--- src/rtl/hazard_flush_ctrl_if.sv ---
// Pipeline-side bundle for the hazard/flush controller.
// The master side is the pipeline datapath (it drives the hazard inputs).
// The slave side is the controller (it drives the stage-register controls).
interface hazard_flush_ctrl_if #(
  parameter int REG_W = 5,
  parameter int CNT_W = 16
);
  logic [REG_W-1:0] id_rs_i;
  logic [REG_W-1:0] id_rt_i;
  logic             id_uses_rt_i;
  logic             id_jump_i;
  logic             id_ex_mem_read_i;
  logic [REG_W-1:0] id_ex_rt_i;
  logic             ex_branch_taken_i;
  logic             imem_ready_i;
  logic             pc_write_o;
  logic             if_id_write_o;
  logic             if_id_flush_o;
  logic             id_ex_bubble_o;
  logic [CNT_W-1:0] stall_cnt_o;
  logic [CNT_W-1:0] flush_cnt_o;
  logic             imem_err_o;

  modport master (
    output id_rs_i, id_rt_i, id_uses_rt_i, id_jump_i,
    output id_ex_mem_read_i, id_ex_rt_i, ex_branch_taken_i, imem_ready_i,
    input  pc_write_o, if_id_write_o, if_id_flush_o, id_ex_bubble_o,
    input  stall_cnt_o, flush_cnt_o, imem_err_o
  );

  modport slave (
    input  id_rs_i, id_rt_i, id_uses_rt_i, id_jump_i,
    input  id_ex_mem_read_i, id_ex_rt_i, ex_branch_taken_i, imem_ready_i,
    output pc_write_o, if_id_write_o, if_id_flush_o, id_ex_bubble_o,
    output stall_cnt_o, flush_cnt_o, imem_err_o
  );
endinterface

--- src/rtl/hazard_flush_ctrl.sv ---
// Hazard / flush controller for the 5-stage core.
// Gates the PC and IF/ID / ID/EX registers on load-use hazards, control
// redirects and instruction-memory waits. Control outputs are combinational
// from state and inputs; state, event counters and the timeout flag are flops.
module hazard_flush_ctrl #(
  parameter int REG_W        = 5,
  parameter int FLUSH_CYCLES = 1,
  parameter int CNT_W        = 16,
  parameter int TIMEOUT      = 64
) (
  input logic              clk,
  input logic              reset,
  hazard_flush_ctrl_if.slave bus
);

  // Flush counter only has to hold FLUSH_CYCLES-1.
  localparam int FC_W = (FLUSH_CYCLES > 1) ? $clog2(FLUSH_CYCLES) : 1;
  localparam int WT_W = $clog2(TIMEOUT + 1);

  localparam logic [FC_W-1:0]  FC_RELOAD = FC_W'(FLUSH_CYCLES - 1);
  localparam logic [WT_W-1:0]  WT_LIMIT  = WT_W'(TIMEOUT);
  localparam logic [CNT_W-1:0] CNT_MAX   = {CNT_W{1'b1}};

  typedef enum logic [0:0] {
    ST_RUN   = 1'b0,
    ST_FLUSH = 1'b1
  } state_e;

  // Saturating increment: event counters stick at all-ones instead of wrapping.
  function automatic logic [CNT_W-1:0] sat_inc(input logic [CNT_W-1:0] v);
    return (v == CNT_MAX) ? v : v + CNT_W'(1);
  endfunction

  state_e           state_q, state_d;
  logic [FC_W-1:0]  fcnt_q, fcnt_d;
  logic [CNT_W-1:0] stall_cnt_q, stall_cnt_d;
  logic [CNT_W-1:0] flush_cnt_q, flush_cnt_d;
  logic [WT_W-1:0]  wait_cnt_q, wait_cnt_d;
  logic             imem_err_q, imem_err_d;

  logic branch;
  logic load_use;
  logic pc_write;
  logic if_id_flush;
  logic id_ex_bubble;
  logic stall_ev;
  logic flush_ev;

  assign branch = bus.ex_branch_taken_i;

  // r0 is hard-wired zero, so a load targeting it never creates a dependency.
  assign load_use = bus.id_ex_mem_read_i
                 && (bus.id_ex_rt_i != REG_W'(0))
                 && ((bus.id_ex_rt_i == bus.id_rs_i)
                     || (bus.id_uses_rt_i && (bus.id_ex_rt_i == bus.id_rt_i)));

  // State register and all counters; synchronous active-low reset abandons any flush.
  always_ff @(posedge clk) begin
    if (!reset) begin
      state_q     <= ST_RUN;
      fcnt_q      <= '0;
      stall_cnt_q <= '0;
      flush_cnt_q <= '0;
      wait_cnt_q  <= '0;
      imem_err_q  <= 1'b0;
    end else begin
      state_q     <= state_d;
      fcnt_q      <= fcnt_d;
      stall_cnt_q <= stall_cnt_d;
      flush_cnt_q <= flush_cnt_d;
      wait_cnt_q  <= wait_cnt_d;
      imem_err_q  <= imem_err_d;
    end
  end

  // Next-state: a taken branch opens (or restarts) the multi-cycle flush window.
  always_comb begin
    state_d = state_q;
    fcnt_d  = fcnt_q;
    case (state_q)
      ST_RUN: begin
        if (branch && (FLUSH_CYCLES > 1)) begin
          state_d = ST_FLUSH;
          fcnt_d  = FC_RELOAD;
        end else begin
          state_d = ST_RUN;
          fcnt_d  = fcnt_q;
        end
      end
      ST_FLUSH: begin
        if (branch) begin
          state_d = ST_FLUSH;
          fcnt_d  = FC_RELOAD;
        end else if (fcnt_q <= FC_W'(1)) begin
          state_d = ST_RUN;
          fcnt_d  = '0;
        end else begin
          state_d = ST_FLUSH;
          fcnt_d  = fcnt_q - FC_W'(1);
        end
      end
      default: begin
        state_d = ST_RUN;
        fcnt_d  = '0;
      end
    endcase
  end

  // Output decode: reset forces a safe hold; RUN applies the redirect/hazard priority.
  always_comb begin
    pc_write     = 1'b1;
    if_id_flush  = 1'b0;
    id_ex_bubble = 1'b0;
    stall_ev     = 1'b0;
    flush_ev     = 1'b0;
    if (!reset) begin
      pc_write     = 1'b0;
      if_id_flush  = 1'b1;
      id_ex_bubble = 1'b1;
    end else begin
      case (state_q)
        ST_RUN: begin
          if (branch) begin
            if_id_flush  = 1'b1;
            id_ex_bubble = 1'b1;
            flush_ev     = 1'b1;
          end else if (bus.id_jump_i) begin
            if_id_flush  = 1'b1;
            flush_ev     = 1'b1;
          end else if (load_use) begin
            pc_write     = 1'b0;
            id_ex_bubble = 1'b1;
            stall_ev     = 1'b1;
          end else if (!bus.imem_ready_i) begin
            pc_write     = 1'b0;
            if_id_flush  = 1'b1;
          end else begin
            pc_write     = 1'b1;
          end
        end
        ST_FLUSH: begin
          // ID holds a flushed NOP here, so only a new branch matters.
          if_id_flush = 1'b1;
          if (branch) begin
            id_ex_bubble = 1'b1;
            flush_ev     = 1'b1;
          end else begin
            id_ex_bubble = 1'b0;
          end
        end
        default: begin
          pc_write     = 1'b0;
          if_id_flush  = 1'b1;
          id_ex_bubble = 1'b1;
        end
      endcase
    end
  end

  // Counter updates: saturating event counters and the imem wait watchdog.
  always_comb begin
    stall_cnt_d = stall_ev ? sat_inc(stall_cnt_q) : stall_cnt_q;
    flush_cnt_d = flush_ev ? sat_inc(flush_cnt_q) : flush_cnt_q;
    if (!bus.imem_ready_i) begin
      wait_cnt_d = (wait_cnt_q >= WT_LIMIT) ? WT_LIMIT : wait_cnt_q + WT_W'(1);
    end else begin
      wait_cnt_d = '0;
    end
    imem_err_d = imem_err_q | (wait_cnt_d >= WT_LIMIT);
  end

  // IF/ID never loads while the PC is held, so its write enable tracks pc_write.
  assign bus.pc_write_o     = pc_write;
  assign bus.if_id_write_o  = pc_write;
  assign bus.if_id_flush_o  = if_id_flush;
  assign bus.id_ex_bubble_o = id_ex_bubble;
  assign bus.stall_cnt_o    = stall_cnt_q;
  assign bus.flush_cnt_o    = flush_cnt_q;
  assign bus.imem_err_o     = imem_err_q;

endmodule

--- src/flat_wrapper.sv ---
// flat-port wrapper written by rule: the top's interface ports become plain ports
module hazard_flush_ctrl_flat 
#(
  parameter int REG_W        = 5,
  parameter int FLUSH_CYCLES = 1,
  parameter int CNT_W        = 16,
  parameter int TIMEOUT      = 64
)
  (clk, reset, bus_id_rs_i, bus_id_rt_i, bus_id_uses_rt_i, bus_id_jump_i, bus_id_ex_mem_read_i, bus_id_ex_rt_i, bus_ex_branch_taken_i, bus_imem_ready_i, bus_pc_write_o, bus_if_id_write_o, bus_if_id_flush_o, bus_id_ex_bubble_o, bus_stall_cnt_o, bus_flush_cnt_o, bus_imem_err_o);
  hazard_flush_ctrl_if #(.REG_W(REG_W), .CNT_W(CNT_W)) bus_i ();
  input logic clk;
  input logic reset;
  input wire logic [$bits(bus_i.id_rs_i)-1:0] bus_id_rs_i;
  input wire logic [$bits(bus_i.id_rt_i)-1:0] bus_id_rt_i;
  input wire logic [$bits(bus_i.id_uses_rt_i)-1:0] bus_id_uses_rt_i;
  input wire logic [$bits(bus_i.id_jump_i)-1:0] bus_id_jump_i;
  input wire logic [$bits(bus_i.id_ex_mem_read_i)-1:0] bus_id_ex_mem_read_i;
  input wire logic [$bits(bus_i.id_ex_rt_i)-1:0] bus_id_ex_rt_i;
  input wire logic [$bits(bus_i.ex_branch_taken_i)-1:0] bus_ex_branch_taken_i;
  input wire logic [$bits(bus_i.imem_ready_i)-1:0] bus_imem_ready_i;
  output wire logic [$bits(bus_i.pc_write_o)-1:0] bus_pc_write_o;
  output wire logic [$bits(bus_i.if_id_write_o)-1:0] bus_if_id_write_o;
  output wire logic [$bits(bus_i.if_id_flush_o)-1:0] bus_if_id_flush_o;
  output wire logic [$bits(bus_i.id_ex_bubble_o)-1:0] bus_id_ex_bubble_o;
  output wire logic [$bits(bus_i.stall_cnt_o)-1:0] bus_stall_cnt_o;
  output wire logic [$bits(bus_i.flush_cnt_o)-1:0] bus_flush_cnt_o;
  output wire logic [$bits(bus_i.imem_err_o)-1:0] bus_imem_err_o;
  assign bus_i.id_rs_i = bus_id_rs_i;
  assign bus_i.id_rt_i = bus_id_rt_i;
  assign bus_i.id_uses_rt_i = bus_id_uses_rt_i;
  assign bus_i.id_jump_i = bus_id_jump_i;
  assign bus_i.id_ex_mem_read_i = bus_id_ex_mem_read_i;
  assign bus_i.id_ex_rt_i = bus_id_ex_rt_i;
  assign bus_i.ex_branch_taken_i = bus_ex_branch_taken_i;
  assign bus_i.imem_ready_i = bus_imem_ready_i;
  assign bus_pc_write_o = bus_i.pc_write_o;
  assign bus_if_id_write_o = bus_i.if_id_write_o;
  assign bus_if_id_flush_o = bus_i.if_id_flush_o;
  assign bus_id_ex_bubble_o = bus_i.id_ex_bubble_o;
  assign bus_stall_cnt_o = bus_i.stall_cnt_o;
  assign bus_flush_cnt_o = bus_i.flush_cnt_o;
  assign bus_imem_err_o = bus_i.imem_err_o;
  hazard_flush_ctrl #(.REG_W(REG_W), .FLUSH_CYCLES(FLUSH_CYCLES), .CNT_W(CNT_W), .TIMEOUT(TIMEOUT)) u_core (.clk(clk), .reset(reset), .bus(bus_i));
endmodule
--- config.mk ---
export PLATFORM = sky130hd
export DESIGN_NAME = hazard_flush_ctrl_flat
export DESIGN_NICKNAME = d
export VERILOG_FILES = /design/src/rtl/hazard_flush_ctrl_if.sv /design/src/rtl/hazard_flush_ctrl.sv /design/src/flat_wrapper.sv
export SDC_FILE = /design/constraint.sdc
export NUM_CORES = 1
export LEC_CHECK = 0
export CAP_MARGIN = 20
export CORE_AREA = 2 2 80 82
export DETAILED_ROUTE_END_ITERATION = 16
export DIE_AREA = 0 0 82 84
export GPL_TIMING_DRIVEN = 0
export HOLD_SLACK_MARGIN = 0.06
export MAX_ROUTING_LAYER = met4
export PLACE_DENSITY = 0.63
export SYNTH_ARGS = -nofsm -noshare
export SYNTH_HDL_FRONTEND = slang
export SYNTH_SLANG_ARGS = --single-unit
--- constraint.sdc ---
create_clock -name clk -period 2.4 [get_ports clk]
set_input_delay 0.48 -clock clk [delete_from_list [all_inputs] [get_ports clk]]
set_output_delay 0.48 -clock clk [all_outputs]
set_load 0.01 [all_outputs]
==> flow_summary_export.csv, run 1 <==
group,metric,value,unit
status,status,"completed",
cts,htree_levels,2,
setup_path,max_stage_delay,310,ps
synthesis,seq_area_frac_synth,37.3,%
cts,worstSkewPairLatency,290,ps
power,power-per-cell-area,469,nW/um^2
synthesis,ys_warn_count,0,
sta,tightest_slew,600,ps
drt,finalWirelength,5.70,mm
grt,grt_antenna_before_repair,0,
place,io_buffers,57,
final_layout,fillers,586,
grt,grtUsageMet2,26.5,%
synthesis,synth_simple_gate_area_share,28.5,%
sta,period_needed,2340,ps
sta,hold_ws,461,ps
power,power_frac_comb,12.1,%
setup_path,critPathMostFrequentCell,"buf_8",
sta,post-route-period-util,97.6,%
floorplan,die_x,82,um
cts,hold_buffers,0,
floorplan,dieArea,6890,um^2
power,total_power,1.46,mW
grt,grt_use_met1,23.3,%
place,dpl.hpwl,3.96,mm
cts,max-clock-path-buffers,2,
sta,hold_viol_final,0,
cts,cts_inserted_buffers,5,
setup_path,cp_max_fo,3,
setup_path,crit_buf_inv,4,
synthesis,async_reset_ff_share,0,%
final_layout,drive_gt1_share,15.5,%
synthesis,synthAdderAreaFrac,2.27,%
sta,slew_violations,0,
sta,rsz0062_at_grt,"yes",
drt,dr.pass1.iters,4,
synthesis,netlist_area,2200,um^2
setup_path,worstSetupPathType,"input pin to output port",
sta,relSlewSlack,59.8,%
place,placed_area,2870,um^2
grt,grt.overflow.total,0,
synthesis,synth_xor_area_share,8.36,%
power,peakVddDrop,0.000266,V
synthesis,syn_inst,259,
synthesis,synth_nets,285,
floorplan,core_area,6100,um^2
final_layout,syn_to_final_growth,41.4,%
floorplan,die_h,84,um
synthesis,ys_ff_latch,41,
cts,clkTransAtPathRegs,80,ps
drt,avgRoutedWirePerCell,14.0,um
power,pwr-share-seq,47.8,%
grt,grt_max_degree,14,
floorplan,start_util,36.1,%
synthesis,synth_area_leaders,"dfxtp_1, xor2_1, mux2i_1",
synthesis,synthTopCellsByCount,"dfxtp_1, nor2_1, nand2_1",
power,p_clk_share,40.1,%
grt,gr-usage-met3,3.90,%
setup_path,critPathCaptureType,"output port",
drt,vias_per_cell,5.26,
synthesis,synthFlopType,"dfxtp_1",
power,power.internal,1.11,mW
synthesis,synth_edf_count,0,
cts,tritoncts,"built",
synthesis,ys_types,46,
drt,drtAntennaViolNets,0,
grt,grt_usage,17.5,%
setup_path,path_delay_family,"buffers and inverters",
place,place_ws,-1300,ps
setup_path,crit_chain,"buf_8, xor2_2, nor4_2, a32oi_2, buf_4, buf_8, nor2_4, a211o_1, buf_6",
sta,skew,9.55,ps
place,gp_congestion,0.886,
drt,vias,2135,
grt,grt_pass1_vias,2033,
setup_path,cp-start-kind,"input pin",
cts,cts.sinks,41,
grt,busiest_layer,"met2",
sta,finalSetupTns,0,ps
setup_path,required,1920,ps
setup_path,cp_data_arrival_time,1860,ps
power,swShare,23.7,%
synthesis,synthMuxAreaShare,4.09,%
job,cap_viol_max_count,0,
power,power.leakage,1.07,nW
synthesis,avgSynthCellArea,8.50,um^2
drt,drc,0,
floorplan,io_pins,59,
setup_path,r2r_slack,310,ps
setup_path,cpMaxStageDelayCell,"nor4_2",
sta,fmax,427,MHz
worst_hold_path,hold_class,"register to register",
synthesis,yosysTopAreaCell,"dfxtp_1",
grt,grt_pass1_wl,9.47,mm
synthesis,synth_top_area_share,37.3,%
floorplan,placementRows,29,
place,dpl.cell_count,393,
final_layout,final_util,51.1,%
sta,finalSetupViolCount,0,
final_layout,final_nets,354,
power,p_sw,0.345,mW
synthesis,synth.most_common_cell,"dfxtp_1",
synthesis,synth_top_family_by_area,"simple AND/OR/NAND/NOR gates",
final_layout,fin_area,3110,um^2
cts,cts-root-buf,"clkbuf_8",
drt,drt_iter0_drc,104,
synthesis,synth_compound_area_share,14.3,%
final_layout,finalNonFillerCells,406,
final_layout,diodes,0,
sta,fin_ws,56.8,ps
[logic make-up after synthesis]
| kind of cell | count (synthesis) |
|---|---|
| AND/OR/NAND/NOR | 117 |
| XOR/XNOR | 21 |
| multiplexers | 9 |
| flip-flops | 41 |
| buffers and inverters | 20 |
| adder cells (fa/ha/maj) | 4 |
| AO/OA/AOI/OAI | 47 |
[layer usage]
metal  routed length (um)  vias up  share of wire [%]
li1                     -     1080                  -
met1                 2790      998                 49
met3                  214        8                3.8
met2                 2660       49                 47
met4                   33        0               0.58
met5                    0        -                  0
[power by group through the flow]
stage	Combinational (mW)	Sequential [mW]	Clock, mW
global placement	0.155	0.714	0
global route	0.193	0.700	0.628
floorplan	0.0731	0.716	0
CTS	0.169	0.698	0.600
finish	0.176	0.698	0.586
detailed placement	0.157	0.714	0
[worst paths after layout]
kind                                                              from                                      to  cells past startpoint
worst max-delay path                                 bus_id_ex_rt_i[3]                      bus_id_ex_bubble_o                      9
worst min-delay path                  u_core.bus.imem_err_o$_SDFF_PN0_        u_core.bus.imem_err_o$_SDFF_PN0_                      1
worst max register to register  u_core.bus.flush_cnt_o[6]$_SDFFE_PN0P_  u_core.bus.flush_cnt_o[4]$_SDFFE_PN0P_                      5
worst min register to register        u_core.bus.imem_err_o$_SDFF_PN0_        u_core.bus.imem_err_o$_SDFF_PN0_                      1
[cell usage in the layout (no fill, tap or decap), types with 3 or more instances in the layout]
cell type and instances:
nand2_1 19, or3_1 7, buf_2 5, nand3_1 15, clkdlybuf4s50_1 36, o21ai_0 10, nor3_1 13, a21oi_1 9
clkbuf_1 3, ha_1 4, buf_4 7, inv_1 9, nand4_1 10, clkbuf_8 6, and3_1 5, nor4_1 6
mux2i_1 9, o211ai_1 3, xnor2_1 10, xor2_1 9, dfxtp_1 41, nand2b_1 5, o31ai_1 3, dlygate4sd2_1 6
buf_6 7, buf_8 3, nor2_1 20
[timing repair]
item                                    in CTS  in global routing
gates resized for setup                     75                 22
endpoints found under the setup margin      16                 14
pin swaps                                   14                 10
buffers inserted                             6                  1
gates cloned                                 0                  0
[final cells by class]
type                            count  area (um^2)  share of cell area (%)
Buffer                              9         82.6                    2.65
Tap cell                           77         96.3                    3.09
Clock buffer                        6         82.6                    2.65
Multi-Input combinational cell    198         1360                    43.8
Clock inverter                      2         37.5                    1.21
Inverter                            9         33.8                    1.09
Sequential cell                    41          821                    26.4
Timing Repair Buffer               64          596                    19.1
[registers in the layout, summed over array words and instances, names as in the netlist]
register,cells
u_core.bus.flush_cnt_o,16
u_core.bus.stall_cnt_o,16
u_core.wait_cnt_q,7
u_core.bus.imem_err_o,1
u_core.state_q,1
No activity file was read; power rests on OpenSTA's default activity.
==> run 2, diff against run 1 <==
--- a/config.mk
+++ b/config.mk
@@ -13,6 +13,7 @@
 export HOLD_SLACK_MARGIN = 0.06
 export MAX_ROUTING_LAYER = met4
 export PLACE_DENSITY = 0.63
+export SLEW_MARGIN = 20
 export SYNTH_ARGS = -nofsm -noshare
 export SYNTH_HDL_FRONTEND = slang
 export SYNTH_SLANG_ARGS = --single-unit
==> results of run 2 <==
Final layout, timing and power as in run 1 (identical DEF).
